==> config.mk <==
export PLATFORM = sky130hd
export DESIGN_NAME = conv_frame_ctrl_flat
export DESIGN_NICKNAME = d
export VERILOG_FILES = /design/src/rtl/conv_frame_if.sv /design/src/rtl/conv_frame_ctrl.sv /design/src/flat_wrapper.sv
export SDC_FILE = /design/constraint.sdc
export NUM_CORES = 1
export LEC_CHECK = 0
export ABC_AREA = 1
export BUFFER_PORTS_ARGS = -buffer_cell sky130_fd_sc_hd__buf_4
export CAP_MARGIN = 20
export CORE_AREA = 4 4 147 149
export DETAILED_ROUTE_END_ITERATION = 7
export DIE_AREA = 0 0 151 153
export PLACE_DENSITY_LB_ADDON = 0.25
export SETUP_SLACK_MARGIN = 0.1
export SLEW_MARGIN = 20
export SYNTH_ARGS = -nofsm -noshare
export SYNTH_HDL_FRONTEND = slang
export SYNTH_SLANG_ARGS = --single-unit
==> constraint.sdc <==
create_clock -name clk -period 2.5 [get_ports clk]
set_input_delay 0.375 -clock clk [delete_from_list [all_inputs] [get_ports clk]]
set_output_delay 0.375 -clock clk [all_outputs]
set_load 0.005 [all_outputs]
==> src/rtl/conv_frame_if.sv <==
// Signal bundle between conv_frame_ctrl (master) and the frame memory, conv_proc
// and result memory around it (slave).
// Handshake: start is taken only while busy=0 and done pulses for one cycle when the
// frame ends; rd_data is valid exactly one cycle after rd_en; wr_en is a one-cycle
// strobe with wr_addr/wr_data valid in that same cycle; there is no backpressure.
interface conv_frame_if #(
    parameter int AW = 6
);
    logic              start;
    logic              busy;
    logic              done;
    logic              k_we;
    logic [3:0]        k_addr;
    logic [7:0]        k_data;
    logic              rd_en;
    logic [AW-1:0]     rd_addr;
    logic [7:0]        rd_data;
    logic [8:0][7:0]   data_mat;
    logic [8:0][7:0]   kernal;
    logic [7:0]        w_data;
    logic              wr_en;
    logic [AW-1:0]     wr_addr;
    logic [7:0]        wr_data;

    modport master (
        input  start, k_we, k_addr, k_data, rd_data, w_data,
        output busy, done, rd_en, rd_addr, data_mat, kernal, wr_en, wr_addr, wr_data
    );

    modport slave (
        output start, k_we, k_addr, k_data, rd_data, w_data,
        input  busy, done, rd_en, rd_addr, data_mat, kernal, wr_en, wr_addr, wr_data
    );
endinterface

==> src/rtl/conv_frame_ctrl.sv <==
// Frame sequencer for the 3x3 convolution datapath: fetches every valid window,
// holds a locked kernel, and writes one conv_proc result per window in raster order.
module conv_frame_ctrl #(
    parameter int  IMG_W    = 8,
    parameter int  IMG_H    = 8,
    parameter int  PROC_LAT = 0,
    localparam int AW       = $clog2(IMG_W * IMG_H)
) (
    input  logic               clk,
    input  logic               reset,
    conv_frame_if.master       bus,
    output logic [2:0]         state_dbg
);

    localparam int WCW = (PROC_LAT > 1) ? $clog2(PROC_LAT) : 1;

    // S_IDLE encodes as 0 on state_dbg.
    typedef enum logic [2:0] {
        S_IDLE  = 3'd0,
        S_FETCH = 3'd1,
        S_WAIT  = 3'd2,
        S_WRITE = 3'd3,
        S_DONE  = 3'd4
    } state_t;

    state_t         state;
    logic [AW-1:0]  r;
    logic [AW-1:0]  c;
    logic [AW-1:0]  nr;
    logic [AW-1:0]  nc;
    logic [3:0]     fc;
    logic [1:0]     ri;
    logic [1:0]     rj;
    logic [1:0]     ni;
    logic [1:0]     nj;
    logic [WCW-1:0] wait_cnt;
    logic           last_col;
    logic           last_row;

    function automatic logic [AW-1:0] pix_addr(input logic [AW-1:0] row,
                                               input logic [AW-1:0] col);
        return AW'(row * IMG_W) + col;
    endfunction

    // (ri,rj) is the window offset of the read on rd_addr; (ni,nj) the next one.
    always_comb begin
        nj = (rj == 2'd2) ? 2'd0 : rj + 2'd1;
        ni = (rj == 2'd2) ? ri + 2'd1 : ri;
    end

    assign last_col = (c >= AW'(IMG_W - 3));
    assign last_row = (r >= AW'(IMG_H - 3));

    always_comb begin
        nc = last_col ? '0 : c + AW'(1);
        nr = last_col ? r + AW'(1) : r;
    end

    // conv_proc output is only meaningful in the WRITE cycle, so it is gated by wr_en.
    assign bus.wr_data = bus.wr_en ? bus.w_data : 8'd0;
    assign state_dbg   = state;

    always_ff @(posedge clk or negedge reset) begin
        if (!reset) begin
            state        <= S_IDLE;
            r            <= '0;
            c            <= '0;
            fc           <= '0;
            ri           <= '0;
            rj           <= '0;
            wait_cnt     <= '0;
            bus.busy     <= 1'b0;
            bus.done     <= 1'b0;
            bus.rd_en    <= 1'b0;
            bus.rd_addr  <= '0;
            bus.wr_en    <= 1'b0;
            bus.wr_addr  <= '0;
            bus.data_mat <= '0;
            bus.kernal   <= '0;
        end else begin
            case (state)
                S_IDLE: begin
                    if (bus.k_we && (bus.k_addr <= 4'd8)) begin
                        bus.kernal[bus.k_addr] <= bus.k_data;
                    end
                    if (bus.start) begin
                        state       <= S_FETCH;
                        bus.busy    <= 1'b1;
                        r           <= '0;
                        c           <= '0;
                        fc          <= '0;
                        ri          <= '0;
                        rj          <= '0;
                        bus.rd_en   <= 1'b1;
                        bus.rd_addr <= '0;
                    end
                end

                S_FETCH: begin
                    // Shift-in leaves the first fetched pixel at index 0 after nine captures.
                    if (fc != 4'd0) begin
                        bus.data_mat <= {bus.rd_data, bus.data_mat[8:1]};
                    end
                    if (fc < 4'd8) begin
                        bus.rd_addr <= pix_addr(r + AW'(ni), c + AW'(nj));
                        ri          <= ni;
                        rj          <= nj;
                    end else begin
                        bus.rd_en <= 1'b0;
                    end
                    fc <= fc + 4'd1;
                    if (fc == 4'd9) begin
                        if (PROC_LAT == 0) begin
                            state       <= S_WRITE;
                            bus.wr_en   <= 1'b1;
                            bus.wr_addr <= AW'(r * (IMG_W - 2)) + c;
                        end else begin
                            state    <= S_WAIT;
                            wait_cnt <= '0;
                        end
                    end
                end

                S_WAIT: begin
                    if (int'(wait_cnt) == PROC_LAT - 1) begin
                        state       <= S_WRITE;
                        bus.wr_en   <= 1'b1;
                        bus.wr_addr <= AW'(r * (IMG_W - 2)) + c;
                    end else begin
                        wait_cnt <= wait_cnt + WCW'(1);
                    end
                end

                S_WRITE: begin
                    bus.wr_en <= 1'b0;
                    if (last_col && last_row) begin
                        state    <= S_DONE;
                        bus.done <= 1'b1;
                    end else begin
                        state       <= S_FETCH;
                        r           <= nr;
                        c           <= nc;
                        fc          <= '0;
                        ri          <= '0;
                        rj          <= '0;
                        bus.rd_en   <= 1'b1;
                        bus.rd_addr <= pix_addr(nr, nc);
                    end
                end

                S_DONE: begin
                    bus.done <= 1'b0;
                    bus.busy <= 1'b0;
                    state    <= S_IDLE;
                end

                default: state <= S_IDLE;
            endcase
        end
    end

endmodule
==> src/flat_wrapper.sv <==
// flat-port wrapper written by rule: the top's interface ports become plain ports
module conv_frame_ctrl_flat 
#(
    parameter int  IMG_W    = 8,
    parameter int  IMG_H    = 8,
    parameter int  PROC_LAT = 0,
    localparam int AW       = $clog2(IMG_W * IMG_H)
)
  (clk, reset, state_dbg, bus_start, bus_k_we, bus_k_addr, bus_k_data, bus_rd_data, bus_w_data, bus_busy, bus_done, bus_rd_en, bus_rd_addr, bus_data_mat, bus_kernal, bus_wr_en, bus_wr_addr, bus_wr_data);
  conv_frame_if bus_i ();
  input  logic clk;
  input  logic reset;
  output logic [2:0] state_dbg;
  input wire logic [$bits(bus_i.start)-1:0] bus_start;
  input wire logic [$bits(bus_i.k_we)-1:0] bus_k_we;
  input wire logic [$bits(bus_i.k_addr)-1:0] bus_k_addr;
  input wire logic [$bits(bus_i.k_data)-1:0] bus_k_data;
  input wire logic [$bits(bus_i.rd_data)-1:0] bus_rd_data;
  input wire logic [$bits(bus_i.w_data)-1:0] bus_w_data;
  output wire logic [$bits(bus_i.busy)-1:0] bus_busy;
  output wire logic [$bits(bus_i.done)-1:0] bus_done;
  output wire logic [$bits(bus_i.rd_en)-1:0] bus_rd_en;
  output wire logic [$bits(bus_i.rd_addr)-1:0] bus_rd_addr;
  output wire logic [$bits(bus_i.data_mat)-1:0] bus_data_mat;
  output wire logic [$bits(bus_i.kernal)-1:0] bus_kernal;
  output wire logic [$bits(bus_i.wr_en)-1:0] bus_wr_en;
  output wire logic [$bits(bus_i.wr_addr)-1:0] bus_wr_addr;
  output wire logic [$bits(bus_i.wr_data)-1:0] bus_wr_data;
  assign bus_i.start = bus_start;
  assign bus_i.k_we = bus_k_we;
  assign bus_i.k_addr = bus_k_addr;
  assign bus_i.k_data = bus_k_data;
  assign bus_i.rd_data = bus_rd_data;
  assign bus_i.w_data = bus_w_data;
  assign bus_busy = bus_i.busy;
  assign bus_done = bus_i.done;
  assign bus_rd_en = bus_i.rd_en;
  assign bus_rd_addr = bus_i.rd_addr;
  assign bus_data_mat = bus_i.data_mat;
  assign bus_kernal = bus_i.kernal;
  assign bus_wr_en = bus_i.wr_en;
  assign bus_wr_addr = bus_i.wr_addr;
  assign bus_wr_data = bus_i.wr_data;
  conv_frame_ctrl #(.IMG_W(IMG_W), .IMG_H(IMG_H), .PROC_LAT(PROC_LAT)) u_core (.clk(clk), .reset(reset), .bus(bus_i), .state_dbg(state_dbg));
endmodule
---- Yosys cells after proc, flatten, opt, wreduce, memory -nomap -nowiden ----
Index checks and enable logic that the tools add are counted.
cells by class
  shift-type cells ........................ 0
  add/subtract/negate cells ............... 10
  div/mod/pow operators ................... 0
  bitwise gates (word level) .............. 1
  multipliers ............................. 1
  $lt $le $gt $ge ......................... 6
  equality and inequality tests ........... 13
  muxes and demuxes ....................... 38
  reductions and logical operators ........ 22
operators by type and width
  cell                   number
  $bwmux W72             1
  $mux W6                7
  $demux W8 S4           1
  $pmux W6 S2            2
  $add A6 B6 Y6          3
  $pmux W6 S3            1
  $mux W8                2
  $add A6 B1 Y6 const B  2
  $ge A6 B3 Y1 const B   2
  $mux W2                6
  $pmux W2 S3            2
  $pmux W3 S4            1
  $pmux W4 S3            1
  $reduce_and A2 Y1      6
  $reduce_and A4 Y1      3
  $mux W3                3
  $reduce_and A3 Y1      3
  $mux W4                2
  $ne A2 B1 Y1 const B   4
  $reduce_bool A2 Y1     4
  $add A6 B2 Y6          1
  $eq A3 B2 Y1 const B   2
  $mul A6 B2 Y5 const B  1
  $ne A2 B2 Y1 const B   3
  other kinds (19)       28
word-level totals
  bits in registers ....................... 183
  memory bits (writable) .................. 0
  bits in latches ......................... 0
  input bits .............................. 32
  memory bits (read-only) ................. 0
  memories ................................ 0

---- Longest topological paths before layout ----
  depth after elaboration ................. 6
  mapped depth ............................ 17
  gate-level depth less buffers ........... 17

---- Least setup slack after synthesis ----
Ideal clock, no wire load.
  kind .................................... register -> register
  from .................................... reg u_core.rj[0]
  to ...................................... reg u_core.bus.rd_addr[5]
  stages on the path, launching flop included .. 15
  path slack .............................. 0.194 ns
  buffers on the path ..................... 0
  setup time .............................. 0.116 ns
  arrival time ............................ 2.189 ns
  path through ............................ dfrtp_1 > inv_1 > nand2_1 > xor2_1 > inv_1 > ha_1 > fa_1 > ha_1 > a21o_1 > nor2_1 > nand3_1 > nand3_1 > nand2_1 > nand2_1 > nand2_1
between the ends
  word-level cells in the longest chain between the ends .. 6
  elaborated cells between the ends (all ways) .. 9
  classes of those cells .................. add/sub: 4; eq/ne: 1; mux: 4
RTL lines
  what                                            RTL line                                      text
  from (decl)                                     conv_frame_ctrl.sv:33                         logic [1:0] rj;
  from (signal assigned)                          conv_frame_ctrl.sv:107                        rj <= nj;
  $add A2 B1 Y2 or $eq A2 B2 Y1 (tied branches)   conv_frame_ctrl.sv:47, conv_frame_ctrl.sv:48
  $mux W2, on equally long branches               conv_frame_ctrl.sv:47, conv_frame_ctrl.sv:48
  $add A6 B2 Y6 or $add A3 B2 Y3 (tied branches)  conv_frame_ctrl.sv:105                        bus.rd_addr <= pix_addr(r + AW'(ni), c + AW'(nj));
  $add A6 B6 Y6 (*)                               conv_frame_ctrl.sv:42                         return AW'(row * IMG_W) + col;
  $mux W6 (*)                                     conv_frame_ctrl.sv:104                        if (fc < 4'd8) begin
  $pmux W6 S3 (*)                                 conv_frame_ctrl.sv:81                         case (state)
  to (signal assigned)                            conv_frame_ctrl.sv:105
  to (signal assigned)                            conv_frame_ctrl.sv:147                        bus.rd_addr <= pix_addr(nr, nc);
  to (decl)                                       conv_frame_if.sv:27                           output busy, done, rd_en, rd_addr, data_mat, kernal, wr_en, wr_addr, wr_data
Mark *: on every way between the ends. The rest lies on a longest branch, timed or not. The select of a mux whose other input is x is not followed.
A chain may end at the register's enable or synchronous reset.

---- Worst setup path after layout ----
Ends and elaborated chain as after synthesis.

==> key figures <==
Status
  – Status: complete, no violations

Cells and area
  – Area delta synth->final: 31.64%
  – Post-route insts no fill: ~1300
  – Fin nets: roughly 1100
  – Design Area, Final: between 0.01 and 0.015 sq mm
  – Fillcell total: approximately 1900
  – Commonest non-fill, non-tap cell in the layout: buf_4
  – Antenna diode count: 0
  – Proportion of layout cells with a drive suffix above 1: around 29%
  – Most frequent cells in the layout: buf_4, nand2_1, dfrtp_1

Yosys
  – FFs w/ async S/R, synth: 100.0%
  – Synth Cell Area: 0.008031 sq mm
  – Area contributors post-synth: dfrtp_1, nand2_1, inv_1
  – Cell variety after synth: 37
  – #FFs+latches synth: between 150 and 200
  – Number of enable flip-flop cells after synthesis: 0
  – Top_reg_cell synth: dfrtp_1
  – Mapped Cells: about 850
  – Mean Syn Cell Area: 9.471 sq um
  – Number of synthesis warnings: 0
  – Seq/Total Area, Yosys: a little under three fifths
  – Post-synth top area cell: dfrtp_1
  – Post-synth top area share: 57.02%
  – Syn nets: a little over 900

Clocking
  – # clock sinks: 183
  – Clock tree from TritonCTS: done
  – Worst-path clk slew: 0.08 ns
  – Clock Latency Late Sink: ~0.43 ns
  – Clock Path Buffers: 2
  – Root buf cell: clkbuf_16
  – H-tree lvl count: 4
  – Total CTS buffers: 17

Critical path
  – Most used cell, CP: nand2_1
  – Req. time, crit path: about 2.8 ns
  – Critical Path Sink Type: flop
  – Worst EP arrival: between 2 and 3 ns
  – RR Startpoint: u_core.rj[0]
  – Critical path type: flop to flop
  – Critical path cell sequence: inv_2, buf_6, nand3_4, xor2_4, fa_1, ha_4, a21o_1, nor2_1, nand3_1, nand3_1, nand2_1, nand2_1, nand2_1
  – Critical path peak fanout: 4
  – Crit path largest cell delay: roughly 0.56 ns
  – Worst r2r path cells: 13
  – Crit-path slowest cell: fa_1
  – Bufs and invs on worst path: 2
  – Crit-path leading delay family: adder cells
  – Worst R2R Setup Slack: between 0.1 and 0.15 ns
  – Crit path launch type: flop
  – Worst flop-to-flop path endpoint: u_core.bus.rd_addr[5]

GRT
  – Vias in the first global route: 5945
  – Initial antenna violation count: 0
  – Total GRT Usage: 17.31%
  – Total gr overflow: 0
  – Global-route wire length before repair: 31820 microns
  – Largest net degree at the start of global routing: a little under 70

Run
  – Max-Cap Viols: 0

Placed design
  – IO Port Bufs: a little over 200
  – Cell area after placement: between 0.009 and 0.01 sq mm
  – Inst Count DP: around 1300
  – Placer congestion estimate: ~0.83
  – HPWL Detailed: about 14000 microns

STA
  – Setup Viol. Count Final: 0
  – Final period utilization: between 90% and 100%
  – Hold Vio Cnt, Final: 0
  – Final Skew: 0.01048 ns
  – Setup_tns: 0 ns
  – Post-layout min period: between 2 and 2.5 ns
  – Worst rel slew slack: about three fifths
  – Slew @ Worst Pin: a little under 0.6 ns
  – Max Clk Rate: around 0.42 GHz
  – Slew Viols, Final: 0
  – RSZ-0062 raised after global routing: yes
  – WHS: around 0.19 ns

Pwr
  – Leakage: between 5 and 6 nW
  – PD cells: approximately 1300 mW/mm^2
  – Maximum VDD drop: about 0.00063 V

Floorplanning
  – Die area: between 0.02 and 0.025 sq mm
  – DIE WIDTH: 151 microns
  – Core area: 0.02017 sq mm
  – Site Rows: 52
  – Die Span Y: 153 microns
  – Starting Density: between 30 and 40%
  – IO Count: approximately 200

Worst hold path
  – HP Class: input port to flop
  – Number of cells on the worst hold path: 3
  – Hold_sp: bus_rd_data[1]
  – Hold endpoint: u_core.bus.data_mat[65]

Detailed routing
  – DRT Wirelength: 19870 microns
  – Post-route ant nets: 0
  – Avg Vias per Cell: 4.644
  – Routed vias: roughly 6300
  – Initial DRC count: ~320
  – DR pass1 iterations: 4
  – DRC: 0
  – Routed length per placed instance: between 10 and 15 microns
==> what timing repair did <==
action	CTS	global route
pin swaps	7	7
hold endpoints to repair	62	0
hold buffers	1	0
setup buffers	2	4
resized for setup	5	11
endpoints found under the setup margin	2	3
==> cell families (layout without fill, tap and decap cells) <==
group | count (synthesis) | in the layout | synth area share (%)
simple gates | 312 | 312 | 16.82
flops | 183 | 183 | 57.02
compound gates | 174 | 174 | 11.39
buf+inv | 129 | 358 | 6.979
fa+ha+maj | 28 | 28 | 4.830
xor+xnor | 13 | 13 | 1.418
mux | 8 | 8 | 1.496
other cells | 1 | 1 | 0.04669
==> worst register-to-register path, stage by stage (launching register included) <==
cell     delay (ns)
dfrtp_1        0.40
inv_2          0.08
buf_6          0.11
nand3_4        0.08
xor2_4         0.21
fa_1           0.56
ha_4           0.22
a21o_1         0.15
nor2_1         0.12
nand3_1        0.08
nand3_1        0.09
nand2_1        0.05
nand2_1        0.05
nand2_1        0.05
==> Yosys cell counts, types with 10 or more instances <==
master	instances
nand2_1	210
dfrtp_1	183
inv_1	94
o21ai_0	63
nor2_1	59
o21ai_1	50
a21oi_1	45
ha_1	23
nand3_1	13
clkbuf_1	10
xor2_1	10
==> through the flow <==
stage	power [mW]	setup slack, ns	util (%)
6_report	13.58	0.1419	52.42
5_1_grt	14.77	-0.009809	52.42
3_3_place_gp	10.86	0.1075	49.00
2_1_floorplan	8.138	0.1943	-
4_1_cts	13.69	0.1010	52.03
3_5_place_dp	10.97	0.03348	49.00
==> area by class of cell <==
cell class	instances	area, sq um	area share, %
clock inverter	14	138.9	1.314
timing repair buffer	224	1744	16.50
sequential	183	4579	43.31
tap	270	337.8	3.195
inverter	103	387.9	3.669
clock buffer	17	425.4	4.024
multi-input combinational	536	2959	27.99
==> worst max-delay path by stage <==
stage	startpoint	to	slack (ns)	cells past startpoint
finish	u_core.rj[0]	u_core.bus.rd_addr[5]	0.14	13
global route	u_core.rj[0]	u_core.bus.rd_addr[5]	-0.01	13
CTS	u_core.rj[0]	u_core.bus.rd_addr[5]	0.10	14
detailed placement	u_core.rj[0]	u_core.bus.rd_addr[5]	0.03	14
global placement	u_core.rj[0]	u_core.bus.rd_addr[5]	0.11	14
floorplan	u_core.rj[0]	u_core.bus.rd_addr[5]	0.19	14
==> metal layers <==
layer	up-vias	wire, microns	GRT usage [%]	part of all wire, %
met1	2928	9164	24.28	46
met4	0	229	5.138	1.2
met5	-	0	0	0
met2	167	9049	26.33	46
met3	20	1422	4.768	7.2
li1	3141	-	-	-
==> registers in the layout, indices dropped and copies added (netlist names) <==
register / cells
u_core.ri: 2
u_core.r: 6
u_core.bus.rd_addr: 6
u_core.bus.wr_addr: 6
u_core.bus.busy: 1
u_core.bus.kernal: 72
u_core.bus.wr_en: 1
u_core.state_dbg: 3
u_core.fc: 4
u_core.rj: 2
u_core.bus.done: 1
u_core.bus.rd_en: 1
u_core.c: 6
u_core.bus.data_mat: 72
==> report_power, final <==
group	leakage [nW]	switching, mW	internal [mW]
registers	2.33	0.845	4.23
logic	2.94	2.99	2.91
clock network	0.262	1.29	1.32
Power figures use the tool's default switching activity.
